## config.mk

```make
export PLATFORM = sky130hd
export DESIGN_NAME = pipe_stage_reg
export DESIGN_NICKNAME = d
export VERILOG_FILES = /design/src/rtl/pipe_stage_reg.sv
export SDC_FILE = /design/constraint.sdc
export NUM_CORES = 1
export LEC_CHECK = 0
export ABC_CLOCK_PERIOD_IN_PS = 4300
export BUFFER_PORTS_ARGS = -buffer_cell sky130_fd_sc_hd__buf_2
export CAP_MARGIN = 40
export CORE_MARGIN = 3
export CORE_UTILIZATION = 45
export DETAILED_ROUTE_END_ITERATION = 6
export PLACE_DENSITY = 0.7
export RECOVER_POWER = 25
export SLEW_MARGIN = 10
export SYNTH_ARGS = -nofsm -noshare
export SYNTH_HDL_FRONTEND = slang
export SYNTH_SLANG_ARGS = --single-unit
```

## constraint.sdc

```tcl
create_clock -name clk -period 4.3 [get_ports clk]
set_input_delay 0.86 -clock clk [delete_from_list [all_inputs] [get_ports clk]]
set_output_delay 0.86 -clock clk [all_outputs]
set_load 0.1 [all_outputs]
```

## src/rtl/pipe_stage_reg.sv

```systemverilog
// pipe_stage_reg
//   Two-entry (main + skid) pipeline register between two pipeline stages.
//   Valid/ready handshake on both sides. Every output is decoded from registered
//   state only, so i_valid and i_ready have no combinational path to any output.
//   An empty stage presents a bubble: o_ctrl is forced to zero.
//
// Ports
//   clk          : clock; all state changes on its rising edge
//   i_rst_n      : asynchronous active-low reset
//   i_valid      : upstream entry valid
//   o_ready      : stage can accept an entry this cycle
//   i_ctrl       : upstream control bundle (bit 0 regWrite, bit 2 memWrite)
//   i_data       : upstream payload
//   o_valid      : downstream entry valid
//   i_ready      : downstream accepts this cycle
//   o_ctrl       : head-entry control bundle, zero when empty
//   o_data       : head-entry payload, held while empty
//   i_flush      : squash all held entries
//   o_occupancy  : number of entries held (0..2)
//   o_stall_cnt  : saturating count of back-pressure cycles
//   o_flush_cnt  : saturating count of flush cycles
module pipe_stage_reg #(
    parameter int NB_CTRL = 12,
    parameter int NB_DATA = 176,
    parameter int NB_CNT  = 16
) (
    input  logic               clk,
    input  logic               i_rst_n,
    input  logic               i_valid,
    output logic               o_ready,
    input  logic [NB_CTRL-1:0] i_ctrl,
    input  logic [NB_DATA-1:0] i_data,
    output logic               o_valid,
    input  logic               i_ready,
    output logic [NB_CTRL-1:0] o_ctrl,
    output logic [NB_DATA-1:0] o_data,
    input  logic               i_flush,
    output logic [1:0]         o_occupancy,
    output logic [NB_CNT-1:0]  o_stall_cnt,
    output logic [NB_CNT-1:0]  o_flush_cnt
);

    // State encoding equals the number of held entries, so occupancy is the state.
    localparam logic [1:0] EMPTY = 2'd0;
    localparam logic [1:0] ONE   = 2'd1;
    localparam logic [1:0] TWO   = 2'd2;

    logic [1:0]         state;
    logic [NB_CTRL-1:0] main_ctrl;
    logic [NB_DATA-1:0] main_data;
    logic [NB_CTRL-1:0] skid_ctrl;
    logic [NB_DATA-1:0] skid_data;
    logic [NB_CNT-1:0]  stall_cnt;
    logic [NB_CNT-1:0]  flush_cnt;

    logic in_fire;
    logic out_fire;

    assign o_valid     = (state != EMPTY);
    assign o_ready     = (state != TWO);
    assign o_occupancy = state;
    assign o_ctrl      = o_valid ? main_ctrl : '0;
    assign o_data      = main_data;
    assign o_stall_cnt = stall_cnt;
    assign o_flush_cnt = flush_cnt;

    assign in_fire  = i_valid & o_ready;
    assign out_fire = o_valid & i_ready;

    always_ff @(posedge clk or negedge i_rst_n) begin
        if (!i_rst_n) begin
            state     <= EMPTY;
            main_ctrl <= '0;
            main_data <= '0;
            skid_ctrl <= '0;
            skid_data <= '0;
        end else if (i_flush) begin
            state     <= EMPTY;
            main_ctrl <= '0;
            main_data <= '0;
            skid_ctrl <= '0;
            skid_data <= '0;
        end else begin
            case (state)
                EMPTY: begin
                    if (in_fire) begin
                        state     <= ONE;
                        main_ctrl <= i_ctrl;
                        main_data <= i_data;
                    end
                end
                ONE: begin
                    if (in_fire && out_fire) begin
                        main_ctrl <= i_ctrl;
                        main_data <= i_data;
                    end else if (in_fire) begin
                        // Downstream stalled: park the new entry behind the head.
                        state     <= TWO;
                        skid_ctrl <= i_ctrl;
                        skid_data <= i_data;
                    end else if (out_fire) begin
                        // Payload left in main is kept so o_data holds while empty.
                        state <= EMPTY;
                    end
                end
                TWO: begin
                    if (out_fire) begin
                        state     <= ONE;
                        main_ctrl <= skid_ctrl;
                        main_data <= skid_data;
                    end
                end
                default: begin
                    state <= EMPTY;
                end
            endcase
        end
    end

    always_ff @(posedge clk or negedge i_rst_n) begin
        if (!i_rst_n) begin
            stall_cnt <= '0;
        end else if (o_valid && !i_ready && !i_flush && (stall_cnt != '1)) begin
            stall_cnt <= stall_cnt + NB_CNT'(1);
        end
    end

    always_ff @(posedge clk or negedge i_rst_n) begin
        if (!i_rst_n) begin
            flush_cnt <= '0;
        end else if (i_flush && (flush_cnt != '1)) begin
            flush_cnt <= flush_cnt + NB_CNT'(1);
        end
    end

endmodule

```

==> impl.org <==
** Status
- Run status :: complete, but fails checks
- Violations in the final reports :: capacitance limit, slew limit

** Layout
- Filler cell count in the final layout :: between 3000 and 4000
- The multi-input combinational cells in the finished layout cover a total of around 6600 sq um.
- Ratio of cells with drive above 1 in the final layout :: between 20% and 30%
- From synthesis to final layout, the design area changed by 23.4%.
- Finished layout cell area :: roughly 21000 sq um
- Final net count :: just under 2000
- At the end of the flow the core is filled with cells to roughly 57%.
- The sequential cells in the finished layout cover a total of roughly 10000 sq um.

** Floorplanning
- Effective utilization at floorplan :: between 40% and 50%
- From bottom edge to top edge, the die measures approximately 200 um.
- 417 I/O pins were placed.
- FP Rows :: 71
- Placeable Area :: around 38000 sq um
- The die covers 41100 sq um.
- Measured along the x axis, the die boundary spans approximately 200 um.

** Clock tree
- Number of clock buffers inserted by TritonCTS :: 44
- CTS placed an instance of sky130_fd_sc_hd__clkbuf_16 at the clock tree root.
- Cts repair resizes :: 0
- TritonCTS built the clock tree.
- Insertion delay to the later sink of the worst-skew pair :: 0.55 ns
- Buffer levels on the longest clock path :: 3
- Hold buffers post-CTS :: 0
- CTS saw 410 sinks.
- Clock-pin slew was measured on the worst setup and hold paths at around 0.060 ns.
- In this run the post-CTS setup repair buffer count came out at 0.
- Count of H-tree levels built during CTS :: 2

** Synth
- Synthesized area per cell :: approximately 12 sq um
- Top-area cell type share of the netlist area :: around three fifths
- Syn. warnings :: 0
- Yosys mapped the design onto 35 distinct sky130hd cell types.
- Number of enable-type register cells in the synthesized netlist :: 0
- Total nets after synthesis :: around 1600
- Share of synthesized area occupied by flip-flops and latches :: about three fifths
- The biggest area contributor in the post-synthesis netlist is sky130_fd_sc_hd__dfrtp_1.
- After synthesis, the cell types taking the most area are sky130_fd_sc_hd__dfrtp_1 (59%), sky130_fd_sc_hd__mux2i_1 (11%), sky130_fd_sc_hd__a22o_1 (9.5%).
- Synth Instances :: 1425
- Netlist area before placement :: 17400 sq um
- Counting flops with an async set or reset pin after synthesis yields a share of between 90% and 100%.
- For this run, the leading register cell type out of synthesis is sky130_fd_sc_hd__dfrtp_1.
- The synthesized design contains 410 register bits.

** Hold path
- The min-delay analysis places its worst path in the category flip-flop to flip-flop.

** Global routing
- The via count of the first global-routing pass is between 10000 and 15000.
- The first global-routing pass estimated roughly 75000 um of wire.
- Initial antenna violation count :: 20
- Sum of overflow across all layers after global routing :: 0
- Entering global routing, the biggest net connects 213 pins.
- GRT Overall Usage :: a little under a quarter

** Timing
- Slew @ Worst Pin :: about 3 ns
- The final critical path takes up between 70% and 80% of the cycle.
- Adding up every negative setup slack in the final design gives 0 ns.
- Max-slew violation count :: around 110
- Setup ws final :: roughly 1.3 ns
- Setup violations remaining at the end of the flow were counted as 0.
- The worst pin sits at a relative slew slack of -97.9%.
- Timing would allow up to approximately 0.33 GHz.
- Hold violation total from the final report :: 0
- For the finished layout, the period the worst path requires is a little over 3 ns.
- Across all hold checks on the routed design, the worst slack comes to approximately 0.47 ns.
- Between clock sinks in the finished design, the worst skew comes to approximately 0.0053 ns.
- Setup repair after global routing left no endpoint under its margin.

** Power
- VDD sags by at most approximately 0.00033 V.
- PD cells :: 505 nW/um^2
- For this design the static power due to leakage is just over 10 nW.

** Place
- Number of buffers inserted by port buffering :: between 400 and 500
- The congestion estimate from routability-driven global placement came to slightly above 0.8.
- Summed over all nets, the half-perimeter wirelength after detailed placement is between 20000 and 30000 um.
- Cell area after placement :: around 20000 sq um
- Pre-CTS setup slack :: roughly 1.4 ns

** Setup path
- STA classifies the critical path startpoint as a flip-flop.
- The worst setup path is of the flip-flop to output pin kind.
- Data on the critical path is required at its endpoint by approximately 3.4 ns.
- Worst-path maximum fanout :: 15
- Signal arrival time at the worst endpoint :: 2.17 ns
- Type of destination of the critical path :: output pin

** Drt
- The detailed router placed 13300 vias in this run.
- Starting DRT DRC Count :: 806
- Once detail routing completed, the nets flagged for antenna violations numbered 0.
- For this run, design rule violations remaining after detail routing come to 0.
- In the final routed layout, each cell accounts on average for just over 20 um.
- Wirelength, routed :: 47300 um
- DR pass1 iterations :: 5
- DR vias/cell :: between 5 and 6

** Run
- Across the run, the number of max-cap violations was 1.
-- cells in the mapped netlist, types with 2 or more instances --
library cell,number
sky130_fd_sc_hd__a21oi_1,2
sky130_fd_sc_hd__nor3b_1,5
sky130_fd_sc_hd__and3_1,2
sky130_fd_sc_hd__clkbuf_4,4
sky130_fd_sc_hd__and4_1,4
sky130_fd_sc_hd__a22o_1,188
sky130_fd_sc_hd__o31ai_1,188
sky130_fd_sc_hd__ha_1,2
sky130_fd_sc_hd__mux2i_1,188
sky130_fd_sc_hd__nand2_1,199
sky130_fd_sc_hd__nor2b_1,4
sky130_fd_sc_hd__dfrtp_1,410
sky130_fd_sc_hd__and2_1,12
sky130_fd_sc_hd__nor4_1,6
sky130_fd_sc_hd__buf_2,64
sky130_fd_sc_hd__inv_1,3
sky130_fd_sc_hd__xor2_1,28
sky130_fd_sc_hd__buf_4,5
sky130_fd_sc_hd__clkbuf_1,51
sky130_fd_sc_hd__nand4_1,9
sky130_fd_sc_hd__nand3_1,8
sky130_fd_sc_hd__nor2_1,10
sky130_fd_sc_hd__nor3_1,13
sky130_fd_sc_hd__nor4b_1,4
sky130_fd_sc_hd__buf_1,4
sky130_fd_sc_hd__mux2_2,3
-- metrics by stage --
step | std cells | power, mW
floorplan | 1425 | 6.34
global placement | 2247 | 6.92
detailed placement | 2248 | 6.96
CTS | 2323 | 11.0
global route | 2329 | 11.3
finish | 2336 | 10.8
-- power by group --
part           switching [mW]  total, mW  internal [mW]
clock                    1.50       3.95           2.45
sequential              0.190       4.30           4.11
combinational            2.13       2.58          0.447
total                    3.83       10.8           7.01
-- worst max-delay path: stages, from the launching register on --
cell and delay, ns:
sky130_fd_sc_hd__dfrtp_1 0.58, sky130_fd_sc_hd__or2_2 0.39, sky130_fd_sc_hd__and2_1 0.21, sky130_fd_sc_hd__buf_2 0.43
-- worst paths after layout --
path / start / endpoint / slack (ns) / depth (start not counted)
min: main_ctrl[6]$_DFFE_PN0P_ / main_ctrl[6]$_DFFE_PN0P_ / 0.47 / 2
min in group asynchronous: i_rst_n / skid_data[121]$_DFFE_PN0P_ / 1.26 / 1
min reg2reg: main_ctrl[6]$_DFFE_PN0P_ / main_ctrl[6]$_DFFE_PN0P_ / 0.47 / 2
max in group asynchronous: i_rst_n / skid_data[166]$_DFFE_PN0P_ / 1.29 / 1
max reg2reg: o_occupancy[0]$_DFFE_PN0P_ / o_data[18]$_DFFE_PN0P_ / 1.90 / 5
max: o_occupancy[0]$_DFFE_PN0P_ / o_ctrl[5] / 1.27 / 3
-- flip-flops by register name (all words and copies together) (netlist names) --
name / flops
o_data: 176
skid_data: 176
main_ctrl: 12
skid_ctrl: 12
o_stall_cnt: 16
o_occupancy: 2
o_flush_cnt: 16
-- kinds of logic (layout without fill, tap and decap cells) --
kind of cell / Yosys count / in the layout / share of synthesized area (%)
muxes: 191 / 191 / 11.0
and+or+nand+nor: 279 / 279 / 7.04
AOI/OAI and AO/OA: 384 / 384 / 18.0
DFF: 410 / 410 / 59.0
buffers and inverters: 131 / 518 / 3.48
other: 0 / 13 / 0
adders and majority gates: 2 / 2 / 0.144
xor gates and xnor gates: 28 / 28 / 1.41
-- layer usage --
layer	vias to the layer above	wire length [um]	GRT usage (%)
li1	6004	-	-
met1	6716	20000	30.0
met2	438	22100	35.8
met3	94	3730	6.75
met4	22	1270	7.84
met5	-	129	0
-- final cells by class --
cell class | count | share of cell area [%]
sequential | 410 | 47.8
antenna | 13 | 0.152
tap | 511 | 2.98
timing repair buffer | 440 | 11.4
inverter | 3 | 0.0524
clock inverter | 14 | 1.17
multi-input combinational | 884 | 30.6
clock buffer | 61 | 5.85
-- placed cells by master (no fill, tap or decap), types with 5 or more instances in the layout --
cell                        Yosys  final
sky130_fd_sc_hd__a22o_1       188    188
sky130_fd_sc_hd__nand3_1        8      8
sky130_fd_sc_hd__nor4_1         6      6
sky130_fd_sc_hd__dfrtp_1      410    410
sky130_fd_sc_hd__nand2_1      199    199
sky130_fd_sc_hd__o31ai_1      188    188
sky130_fd_sc_hd__nand4_1        9      9
sky130_fd_sc_hd__clkbuf_16      0     45
sky130_fd_sc_hd__clkinv_2       0      5
sky130_fd_sc_hd__nor2_1        10     10
sky130_fd_sc_hd__clkbuf_8       0      7
sky130_fd_sc_hd__buf_2         64    414
sky130_fd_sc_hd__diode_2        0     13
sky130_fd_sc_hd__buf_12         0     13
sky130_fd_sc_hd__and2_1        12     12
sky130_fd_sc_hd__nor3_1        13     13
sky130_fd_sc_hd__xor2_1        28     28
sky130_fd_sc_hd__bufinv_16      0      7
sky130_fd_sc_hd__mux2i_1      188    188
sky130_fd_sc_hd__buf_4          5     10
sky130_fd_sc_hd__clkbuf_1      51      9
(Power assumes the default switching activity.)
